--- src/rtl/ifetch_pkg.sv ---
// rtl/ifetch_pkg.sv - shared FSM encoding and PC constants for the instruction fetch unit
package ifetch_pkg;

    typedef enum logic [1:0] {
        S_REQ  = 2'd0,
        S_WAIT = 2'd1,
        S_HOLD = 2'd2
    } fetch_state_t;

    localparam logic [31:0] RESET_PC_DEFAULT = 32'h0000_0000;
    localparam logic [31:0] PC_INC           = 32'd4;

endpackage

--- src/rtl/ifetch_if.sv ---
// rtl/ifetch_if.sv - instruction memory read bus between fetch unit (master) and memory (slave)
interface ifetch_if;

    logic        imem_req;
    logic [31:0] imem_addr;
    logic        imem_rvalid;
    logic [31:0] imem_rdata;

    modport master (
        output imem_req,
        output imem_addr,
        input  imem_rvalid,
        input  imem_rdata
    );

    modport slave (
        input  imem_req,
        input  imem_addr,
        output imem_rvalid,
        output imem_rdata
    );

endinterface

--- src/rtl/ifetch_next_pc.sv ---
// rtl/ifetch_next_pc.sv - combinational next-pc select: jump > branch > sequential
module ifetch_next_pc
    import ifetch_pkg::*;
(
    input  logic [31:0] pc,
    input  logic        branch_taken,
    input  logic [31:0] branch_offset,
    input  logic        jump,
    input  logic [25:0] jump_index,
    output logic [31:0] pc_plus4,
    output logic [31:0] next_pc
);

    logic [31:0] branch_target;
    logic [31:0] jump_target;

    // Word offset: the low two bits are implied zero, and the add wraps modulo 2^32.
    assign pc_plus4      = pc + PC_INC;
    assign branch_target = pc_plus4 + {branch_offset[29:0], 2'b00};
    assign jump_target   = {pc_plus4[31:28], jump_index, 2'b00};

    always_comb begin
        next_pc = pc_plus4;
        if (jump) begin
            next_pc = jump_target;
        end else if (branch_taken) begin
            next_pc = branch_target;
        end
    end

endmodule

--- src/rtl/ifetch_unit.sv ---
// rtl/ifetch_unit.sv - request/wait/hold instruction fetch FSM with pc redirect
// Optional IFETCH_PERF_CNT_EN adds the fetch_count performance counter output.
module ifetch_unit
    import ifetch_pkg::*;
#(
    parameter logic [31:0] RESET_PC = RESET_PC_DEFAULT
) (
    input  logic        clk,
    input  logic        rst,
    input  logic        stall,
    input  logic        branch_taken,
    input  logic [31:0] branch_offset,
    input  logic        jump,
    input  logic [25:0] jump_index,
    ifetch_if.master    imem,
    output logic        inst_valid,
    output logic [31:0] inst,
    output logic [31:0] pc,
    output logic [31:0] pc_plus4,
    output logic [15:0] imm16
`ifdef IFETCH_PERF_CNT_EN
    ,
    output logic [31:0] fetch_count
`endif
);

    fetch_state_t state, state_nxt;
    logic         req_st;
    logic         load_pc;
    logic         capture;
    logic [31:0]  next_pc;

    ifetch_next_pc u_next_pc (
        .pc            (pc),
        .branch_taken  (branch_taken),
        .branch_offset (branch_offset),
        .jump          (jump),
        .jump_index    (jump_index),
        .pc_plus4      (pc_plus4),
        .next_pc       (next_pc)
    );

    always_ff @(posedge clk) begin
        if (rst) begin
            state <= S_REQ;
        end else begin
            state <= state_nxt;
        end
    end

    // Redirect inputs only matter through load_pc, which exists solely in S_HOLD without stall.
    always_comb begin
        state_nxt  = state;
        req_st     = 1'b0;
        inst_valid = 1'b0;
        load_pc    = 1'b0;
        capture    = 1'b0;
        case (state)
            S_REQ: begin
                req_st    = 1'b1;
                state_nxt = S_WAIT;
            end
            S_WAIT: begin
                if (imem.imem_rvalid) begin
                    capture   = 1'b1;
                    state_nxt = S_HOLD;
                end
            end
            S_HOLD: begin
                inst_valid = 1'b1;
                if (!stall) begin
                    load_pc   = 1'b1;
                    state_nxt = S_REQ;
                end
            end
            default: begin
                state_nxt = S_REQ;
            end
        endcase
    end

    always_ff @(posedge clk) begin
        if (rst) begin
            pc   <= RESET_PC;
            inst <= 32'h0;
        end else begin
            if (load_pc) begin
                pc <= next_pc;
            end
            if (capture) begin
                inst <= imem.imem_rdata;
            end
        end
    end

    // The request is masked during reset so no fetch escapes in the reset cycle itself.
    assign imem.imem_req  = req_st & ~rst;
    assign imem.imem_addr = pc;
    assign imm16          = inst[15:0];

`ifdef IFETCH_PERF_CNT_EN
    always_ff @(posedge clk) begin
        if (rst) begin
            fetch_count <= 32'h0;
        end else if (load_pc) begin
            fetch_count <= fetch_count + 32'd1;
        end
    end
`endif

endmodule

--- src/flat_wrapper.sv ---
// flat-port wrapper written by rule: the top's interface ports become plain ports
module ifetch_unit_flat import ifetch_pkg::*;
#(
    parameter logic [31:0] RESET_PC = RESET_PC_DEFAULT
)
  (clk, rst, stall, branch_taken, branch_offset, jump, jump_index, inst_valid, inst, pc, pc_plus4, imm16, imem_imem_req, imem_imem_addr, imem_imem_rvalid, imem_imem_rdata);
  ifetch_if imem_i ();
  input  logic clk;
  input  logic rst;
  input  logic stall;
  input  logic branch_taken;
  input  logic [31:0] branch_offset;
  input  logic jump;
  input  logic [25:0] jump_index;
  output logic inst_valid;
  output logic [31:0] inst;
  output logic [31:0] pc;
  output logic [31:0] pc_plus4;
  output logic [15:0] imm16;
  output wire logic [$bits(imem_i.imem_req)-1:0] imem_imem_req;
  output wire logic [$bits(imem_i.imem_addr)-1:0] imem_imem_addr;
  input wire logic [$bits(imem_i.imem_rvalid)-1:0] imem_imem_rvalid;
  input wire logic [$bits(imem_i.imem_rdata)-1:0] imem_imem_rdata;
  assign imem_imem_req = imem_i.imem_req;
  assign imem_imem_addr = imem_i.imem_addr;
  assign imem_i.imem_rvalid = imem_imem_rvalid;
  assign imem_i.imem_rdata = imem_imem_rdata;
  ifetch_unit #(.RESET_PC(RESET_PC)) u_core (.clk(clk), .rst(rst), .stall(stall), .branch_taken(branch_taken), .branch_offset(branch_offset), .jump(jump), .jump_index(jump_index), .imem(imem_i), .inst_valid(inst_valid), .inst(inst), .pc(pc), .pc_plus4(pc_plus4), .imm16(imm16));
endmodule
--- config.mk ---
export PLATFORM = sky130hd
export DESIGN_NAME = ifetch_unit_flat
export DESIGN_NICKNAME = d
export VERILOG_FILES = /design/src/rtl/ifetch_pkg.sv /design/src/rtl/ifetch_if.sv /design/src/rtl/ifetch_next_pc.sv /design/src/rtl/ifetch_unit.sv /design/src/flat_wrapper.sv
export SDC_FILE = /design/constraint.sdc
export NUM_CORES = 1
export LEC_CHECK = 0
export ABC_AREA = 1
export ABC_CLOCK_PERIOD_IN_PS = 2450
export BUFFER_PORTS_ARGS = -buffer_cell sky130_fd_sc_hd__buf_2
export CAP_MARGIN = 10
export CORE_ASPECT_RATIO = 0.5
export CORE_MARGIN = 2
export CORE_UTILIZATION = 35
export CTS_BUF_LIST = sky130_fd_sc_hd__clkbuf_2 sky130_fd_sc_hd__clkbuf_4 sky130_fd_sc_hd__clkbuf_8
export DETAILED_ROUTE_END_ITERATION = 10
export SLEW_MARGIN = 20
export SYNTH_ARGS = -nofsm -noshare
export SYNTH_HDL_FRONTEND = slang
export SYNTH_HIERARCHICAL = 1
export SYNTH_SLANG_ARGS = --single-unit
--- constraint.sdc ---
create_clock -name clk -period 2.45 [get_ports clk]
set_input_delay 0.6125 -clock clk [delete_from_list [all_inputs] [get_ports clk]]
set_output_delay 0.6125 -clock clk [all_outputs]
set_load 0.005 [all_outputs]
==> results by stage, run 1 <==
Logic synthesis:
- The cell count after synthesis is 1,195.
- Of the synthesized area, sequential elements account for 19.77%.
- Yosys mapped the design onto 38 distinct sky130hd cell types.
- The count of state elements after synthesis is 66.
- Counting instances in the post-synthesis netlist gives the leading cell types as sky130_fd_sc_hd__nand2_1 (409), sky130_fd_sc_hd__nor2_1 (195), sky130_fd_sc_hd__inv_1 (179).
- The fraction of synthesis flops using an asynchronous set or reset pin is 0%.
- The average cell area after synthesis is 5.592 µm².
- Counting flops with a built-in enable in the synthesized netlist gives 0.
- The proportion of netlist area held by the largest area contributor is 22.97%.
- The most used flip-flop cell after synthesis is sky130_fd_sc_hd__dfxtp_1.
- The cell taking the most area after synthesis is sky130_fd_sc_hd__nand2_1.
- The yosys synthesis warning count is 6.
- The post-synthesis instance area is 6683 µm².
- Yosys instantiated no cell more often than sky130_fd_sc_hd__nand2_1.
- Sorting the synthesized cells by area gives the leading types as sky130_fd_sc_hd__nand2_1 (23%), sky130_fd_sc_hd__dfxtp_1 (20%), sky130_fd_sc_hd__nor2_1 (11%).
- When the netlist entered floorplanning its net count stood at 1,328.

Power:
- The clock network accounts for 27.6% of the total power.
- The combinational share of power is 38.3%.
- Power spread over the standard cell area amounts to 293.0 nW/µm².
- The portion of total power attributed to sequential cells is 34.1%.
- VDD sags by at most 0.0003631 V.
- The internal power consumption is 2183 µW.
- Power comes to 3428 µW.
- Of the total power, the share spent switching nets is 36.33%.
- Summed over all cells, the static leakage comes to 0.006590 µW.
- The analysis attributes to net switching a power of 1245 µW.

Die:
- In this run the core area contains 35 standard-cell rows.
- The die outline area is 20,280 µm².
- The area inside the core boundary is 18,570 µm².
- 242 I/O pins were placed.
- The die width is 199.4 µm.
- The die boundary height is 101.7 µm.
- The initial core utilization is 35.99%.

GRT:
- The overall routing resource usage is 26.26%.
- The first-pass GRT wire length is 41.44 mm.
- The number of global-route vias before repair is 8,015.
- The maximum number of pins on one net before global-route repair is 66.
- The number of antenna violations at the first check in global routing is 0.
- The global-route congestion overflow total is 0.

Final layout:
- In the final layout, the share of cells above drive strength 1 is 53.44%.
- The number of antenna repair diodes is 0.
- In the final design database the tool counted 1,711 nets.
- The layout filler cell count is 1,600.
- Summing all multi-input logic gate instances after layout gives 5988 µm².
- Compared with the post-synthesis result, the final layout area differs by 75.06%.
- The area occupied by registers is 1389 µm².
- After routing the design area is 11,700 µm².

Routing:
- The final route contains 8,894 vias.
- In the routed design, unresolved DRC markers number 0.
- The final antenna-violating net count is 0.
- The routed via count divided by cell count is 4.828.
- The total wire length after detailed routing is 28.61 mm.
- The detail-routed net length per standard cell is 15.53 µm.
- The count of TritonRoute iterations in the first routing pass is 5.
- The detailed router finished its first iteration with 647 violations.

Clocking:
- No sink is reached through more buffers than the 2 on the longest clock path.
- The clock root buffer is sky130_fd_sc_hd__clkbuf_8.
- The clock-pin slew of the registers on the worst-case setup and hold paths is 0.08 ns.
- The clock net in this run drives a total of 66 sinks.
- The clock tree from TritonCTS is done.
- Counting the buffers created by CTS gives 9.
- The maximum level of the CTS H-tree is 3.
- The number of hold buffers added after CTS was 0.
- At the later pin of the worst-skew pair, clock insertion delay measures 0.36 ns.

STA:
- Of the available clock period, the critical path in the final layout requires 120.5%.
- The final critical delay including setup and external delays is 2.952 ns.
- Summed over all failing endpoints, the final setup total negative slack is -10.94 ns.
- Between clock sinks in the finished design, the worst skew comes to 0.009446 ns.
- The final hold violation count is 0.
- The final-report setup violation count is 43.
- The worst pin sits at a relative slew slack of 70.19%.
- Setup repair after global routing could not meet its margin everywhere.
- At the pin with the least slew margin, the transition time is 0.4472 ns.
- The setup slack after layout is -0.5024 ns.
- The max-slew violation count was 0.
- Derived from the worst setup path, the maximum achievable clock frequency is 338.7 MHz.

Critical path:
- The cell family contributing the most delay on the critical path is simple AND/OR/NAND/NOR gates.
- The worst register-to-register path has a setup slack of -0.50 ns.
- The startpoint class of the critical path is a register.
- The type of the worst setup path is register to register.
- The critical register-to-register path endpoint is u_core/imem.imem_addr[19].
- The number of buffers and inverters on the critical path is 5.
- The kind of capture point of the worst setup path is a register.
- The critical path crosses 21 cells after its start point.
- For the worst flop-to-flop path, the logic depth is 21.
- The signal on the critical path passes through nand2_4, nor2_4, nand2_2, nor2_4, xor2_1, buf_4, inv_4, ha_4, nand2_4, inv_2, nand2_2, nand2_4, buf_6, nand2_4, nand2_4, inv_2, a21oi_1, o21bai_1, nand2_1, nor2_1, nor2_1.
- The termination of the worst setup path is u_core/imem.imem_addr[19].
- The required time at the worst-slack endpoint is 2.74 ns.
- Tracing the worst setup path back leads to its startpoint at u_core/imem.imem_addr[13].
- The slowest stage of the critical path belongs to the cell sky130_fd_sc_hd__dfxtp_4.
- For this run, the slowest stage of the critical path takes 0.40 ns.
- The startpoint identified for the worst register-to-register timing path is u_core/imem.imem_addr[13].
- Among the stages of the critical path, the cell type that occurs most often is sky130_fd_sc_hd__nand2_4.
- At the worst endpoint, the arrival time is 3.24 ns.
- Of all nets on the critical path, the largest fanout is 4.

Place:
- The area of placed instances is 9109 µm².
- Routability-driven placement finished with a final weighted congestion of 0.9251.
- The HPWL after detailed placement is 20.45 mm.
- During placement, the flow inserted port buffers numbering 239.

Hold path:
- The launch point of the worst hold path is rst.
- The hold-critical path depth is 2.
- The kind of path behind the tightest hold check is input pin to register.

Flow run:
- Max-cap violations in this run came to 0.

Run status:
- The run finished, with violations left.
- The final reports fail on negative setup slack.
## power groups by stage
stage / clock network (µW) / logic (µW) / registers (µW)
6_report: 948 / 1310 / 1170
3_3_place_gp: 0 / 958 / 1190
5_1_grt: 1040 / 1410 / 1180
3_5_place_dp: 0 / 963 / 1200
4_1_cts: 987 / 1170 / 1170
2_1_floorplan: 0 / 520 / 1200
## per-layer routing
metal / vias up / track usage, % / part of all wire (%)
li1: 4332 / - / -
met1: 4121 / 36.59 / 44
met2: 379 / 42.56 / 46
met3: 62 / 3.863 / 7.3
met4: 0 / 7.123 / 2.4
met5: - / 0 / 0
## per-stage QoR
| stage | instances | hold WS [ns] | setup WS [ns] | util [%] |
|---|---|---|---|---|
| finish | 1842 | 0.4510 | -0.5024 | 63.01 |
| global route | 1842 | 0.4397 | -0.6532 | 63.01 |
| CTS | 1821 | 0.4321 | -0.3362 | 58.64 |
| detailed placement | 1786 | 0.4985 | -0.5987 | 49.06 |
| global placement | 1786 | 0.4946 | -0.5794 | 49.06 |
| floorplan | 1195 | 0.4943 | -0.01872 | - |
## cell families after synthesis
family                     count (synthesis)  synth area share, %
and+or+nand+nor                          718                44.15
buffers and inverters                    263                18.29
AOI/OAI and AO/OA                         80                6.572
DFF                                       66                19.77
adders and majority gates                 37                7.040
xor gates and xnor gates                  31                4.175
## layout make-up
| type | count | area share [%] |
|---|---|---|
| Timing Repair Buffer | 451 | 26.13 |
| Multi-Input combinational cell | 866 | 51.19 |
| Clock buffer | 9 | 1.059 |
| Clock inverter | 7 | 0.6417 |
| Inverter | 184 | 6.342 |
| Sequential cell | 66 | 11.87 |
| Tap cell | 259 | 2.770 |
## registers in the layout (all words and copies together), names as in the netlist
signal                 flops
u_core/imem.imem_addr     32
u_core/inst               32
u_core/state               2
## cells in the final DEF, fill, tap and decap left out, types with 26 or more instances in the layout
cell,count
sky130_fd_sc_hd__inv_1,131
sky130_fd_sc_hd__ha_4,33
sky130_fd_sc_hd__buf_6,55
sky130_fd_sc_hd__nand3_1,26
sky130_fd_sc_hd__nor2_1,152
sky130_fd_sc_hd__dfxtp_1,44
sky130_fd_sc_hd__nand2_2,71
sky130_fd_sc_hd__buf_4,170
sky130_fd_sc_hd__buf_2,224
sky130_fd_sc_hd__nand3_2,32
sky130_fd_sc_hd__inv_2,36
sky130_fd_sc_hd__nand2_4,37
sky130_fd_sc_hd__nor2_4,30
sky130_fd_sc_hd__nand2_1,307
## worst min path at each step
stage	endpoint	slack, ns
2_1_floorplan	u_core/state[0]	0.49
3_3_place_gp	u_core/inst[23]	0.49
3_5_place_dp	u_core/inst[24]	0.50
4_1_cts	u_core/state[1]	0.43
5_1_grt	u_core/state[1]	0.44
6_report	u_core/state[1]	0.45
## what timing repair did
| action | in CTS | in global routing |
|---|---|---|
| gates resized for setup | 355 | 158 |
| setup endpoints to repair | 43 | 49 |
| setup buffers | 26 | 26 |
| pin swaps | 138 | 135 |
Power figures use the tool's default switching activity.
==> run 2, diff against run 1 <==
Settings changed: REMOVE_ABC_BUFFERS set to 1.
==> results by stage, run 2 (synthesis results as in run 1) <==
Run status:
- The run finished, with violations left.
- The final reports fail on negative setup slack.

Critical path:
- The family of cells with the greatest summed delay on the critical path is simple AND/OR/NAND/NOR gates.
- The path depth of the worst reg2reg path is 23.
- The signal on the critical path passes through nand2_1, nor2_4, nand2_4, nor3_4, nand2_2, o21bai_1, nand2_2, inv_2, ha_4, a21oi_4, buf_4, nor2_1, nor2_1, nand2_1, nand2_1, nand2_1, a21oi_2, nand2_1, nand2_1, nand2_1, nand2_1, nor2_1, nor2_1.
- Data on the critical path is required at its endpoint by 2.73 ns.
- In this run the critical register-to-register path is captured at u_core/imem.imem_addr[31].
- The cell with the biggest individual delay on the critical path is sky130_fd_sc_hd__dfxtp_4.
- The largest stage delay on the critical path is 0.38 ns.
- Together, buffers and inverters on the worst path number 2.
- The worst register-to-register path begins at u_core/imem.imem_addr[4].
- The most prevalent standard cell on the critical path is sky130_fd_sc_hd__nand2_1.
- In this run the register-to-register setup slack is -0.58 ns.
- STA classifies the critical path startpoint as a register.
- STA classifies the critical path endpoint as a register.
- Of all nets on the critical path, the largest fanout is 5.
- The arrival time of data at the critical path endpoint is 3.31 ns.
- The type of the worst setup path is register to register.

Clocking:
- The maximum level of the CTS H-tree is 3.
- The clock sink count is 66.
- Counting along the longest clock path gives a buffer depth of 2.
- The clock tree from TritonCTS is done.
- After clock tree synthesis, the flow added hold-fix buffers numbering 0.
- After clock tree synthesis, the clock-pin slew on the worst setup and hold paths is 0.09 ns.
- The clock root buffer is sky130_fd_sc_hd__clkbuf_8.
- The number of CTS-inserted buffers is 9.
- Clock latency on the worst-skew pair, taken at its later pin, is 0.36 ns.

Die:
- The die outline area is 20,280 µm².
- The area inside the core boundary is 18,570 µm².
- The initial core utilization is 35.99%.
- The die boundary height is 101.7 µm.
- The total number of placement rows is 35.
- 242 I/O pins were placed.
- The die width is 199.4 µm.

STA:
- Measured against its own limit, the worst slew margin works out to 58.92%.
- The max-slew violation count is 0.
- The post-route fraction of the period consumed by the critical path is 123.6%.
- Setup repair after global routing could not meet its margin everywhere.
- The final-report setup violation count is 46.
- The setup slack after layout is -0.5774 ns.
- The worst-margin pin slew is 0.6163 ns.
- Static timing analysis puts the maximum clock frequency at 330.3 MHz.
- For the finished layout, the period the worst path requires is 3.027 ns.
- The clock arrives with 0.02017 ns of skew.
- The final hold violation count was 0.

Routing:
- After detailed routing, the total wire length is 29.86 mm.
- The remaining design rule violation count is 0.
- Dividing the detail-routed wire length by the instance count gives 16.10 µm.
- In this run the remaining antenna-violating nets after routing total 0.
- In the routed layout, each cell is associated on average with a via count of 4.778.
- The number of DRC violations after detailed-routing iteration 0 is 688.
- The count of TritonRoute iterations in the first routing pass is 5.
- For this block, the via count after detailed routing is 8,863.

Hold path:
- Along the worst hold path, the cell count comes to 2.
- The startpoint identified for the worst hold timing path is rst.
- For hold timing, the worst endpoint is u_core/state[1].
- In this run the worst hold path is classified as input pin to register.

GRT:
- The first-pass GRT wire length is 42.99 mm.
- The maximum number of pins on one net before global-route repair is 66.
- The overall routing resource usage is 27.37%.
- The global-route congestion overflow total is 0.
- The number of global-route vias before repair is 8,064.
- The number of antenna violations at the first check in global routing was 0.

Power:
- The total power is 3483 µW.
- The power density over the cells is 300.3 nW/µm².
- The leakage power of the design is 0.006504 µW.
- The highest ir drop seen on vdd is 0.0002984 V.

Place:
- The total instance count after detailed placement is 1,794.
- The total half-perimeter wirelength after legalization and detailed placement is 21.70 mm.
- Timing analysis after detailed placement gives a worst setup slack of -0.7654 ns.
- The count of buffers inserted at the top-level ports is 239.
- The final estimated routing congestion in global placement is 0.9541.
- The placed instances occupy a cell area of 9040 µm².

Final layout:
- The library cells used most frequently in the layout, excluding fill and tap cells, are sky130_fd_sc_hd__nand2_1 (315), sky130_fd_sc_hd__buf_2 (229), sky130_fd_sc_hd__buf_4 (182).
- The leading cell type in the layout, fill and taps excluded is sky130_fd_sc_hd__nand2_1.
- The final layout contains 1,724 nets.
- The number of antenna repair diodes is 0.
- Compared with the post-synthesis result, the final layout area differs by 73.56%.
- The post-route cell area is 11,600 µm².
- The post-layout instance count excluding filler cells is 1,855.
- The utilization after layout is 62.47%.
- Cells with a size suffix above 1 make up 52.44% of the layout.

Flow run:
- Across the run, the number of max-cap violations was 0.
run 2: area by class of cell:
class	count	area (µm²)
Clock buffer	9	123.9
Clock inverter	7	76.32
Fill cell	1669	6969
Inverter	184	714.4
Multi-Input combinational cell	866	5862
Sequential cell	66	1371
Tap cell	259	324.1
Timing Repair Buffer	464	3127
run 2: how the worst max path moves through the flow:
| stage | endpoint | from | cells after the start |
|---|---|---|---|
| floorplan | u_core/imem.imem_addr[29] | u_core/imem.imem_addr[2] | 18 |
| global placement | u_core/imem.imem_addr[30] | u_core/imem.imem_addr[14] | 19 |
| detailed placement | u_core/imem.imem_addr[30] | u_core/imem.imem_addr[2] | 19 |
| CTS | u_core/imem.imem_addr[28] | u_core/imem.imem_addr[3] | 21 |
| global route | u_core/imem.imem_addr[31] | u_core/imem.imem_addr[4] | 23 |
| finish | u_core/imem.imem_addr[31] | u_core/imem.imem_addr[4] | 23 |
run 2: report_power, final:
part | total [µW] | internal [µW] | switching [µW]
Sequential | 1170 | 1120 | 47.9
Clock | 996 | 478 | 518
Combinational | 1320 | 598 | 717
Total | 3480 | 2200 | 1280
run 2: layer usage:
layer	GRT usage, %	vias to the layer above	wire (µm)
li1	-	4358	-
met1	37.84	4069	13090
met2	44.28	370	13730
met3	5.395	66	2375
met4	6.154	0	660
met5	0	-	0
run 2: stage by stage:
stage | hold slack (ns) | TNS (ns)
floorplan | 0.4943 | -4.715
global placement | 0.4951 | -15.25
detailed placement | 0.4996 | -15.35
CTS | 0.4534 | -8.075
global route | 0.4598 | -17.97
finish | 0.4696 | -13.76
run 2: what timing repair did:
item | in CTS | in global routing
endpoints found under the setup margin | 51 | 49
hold endpoints to repair | 0 | 0
pin swaps | 129 | 108
buffers inserted | 34 | 18
resized for setup | 338 | 157
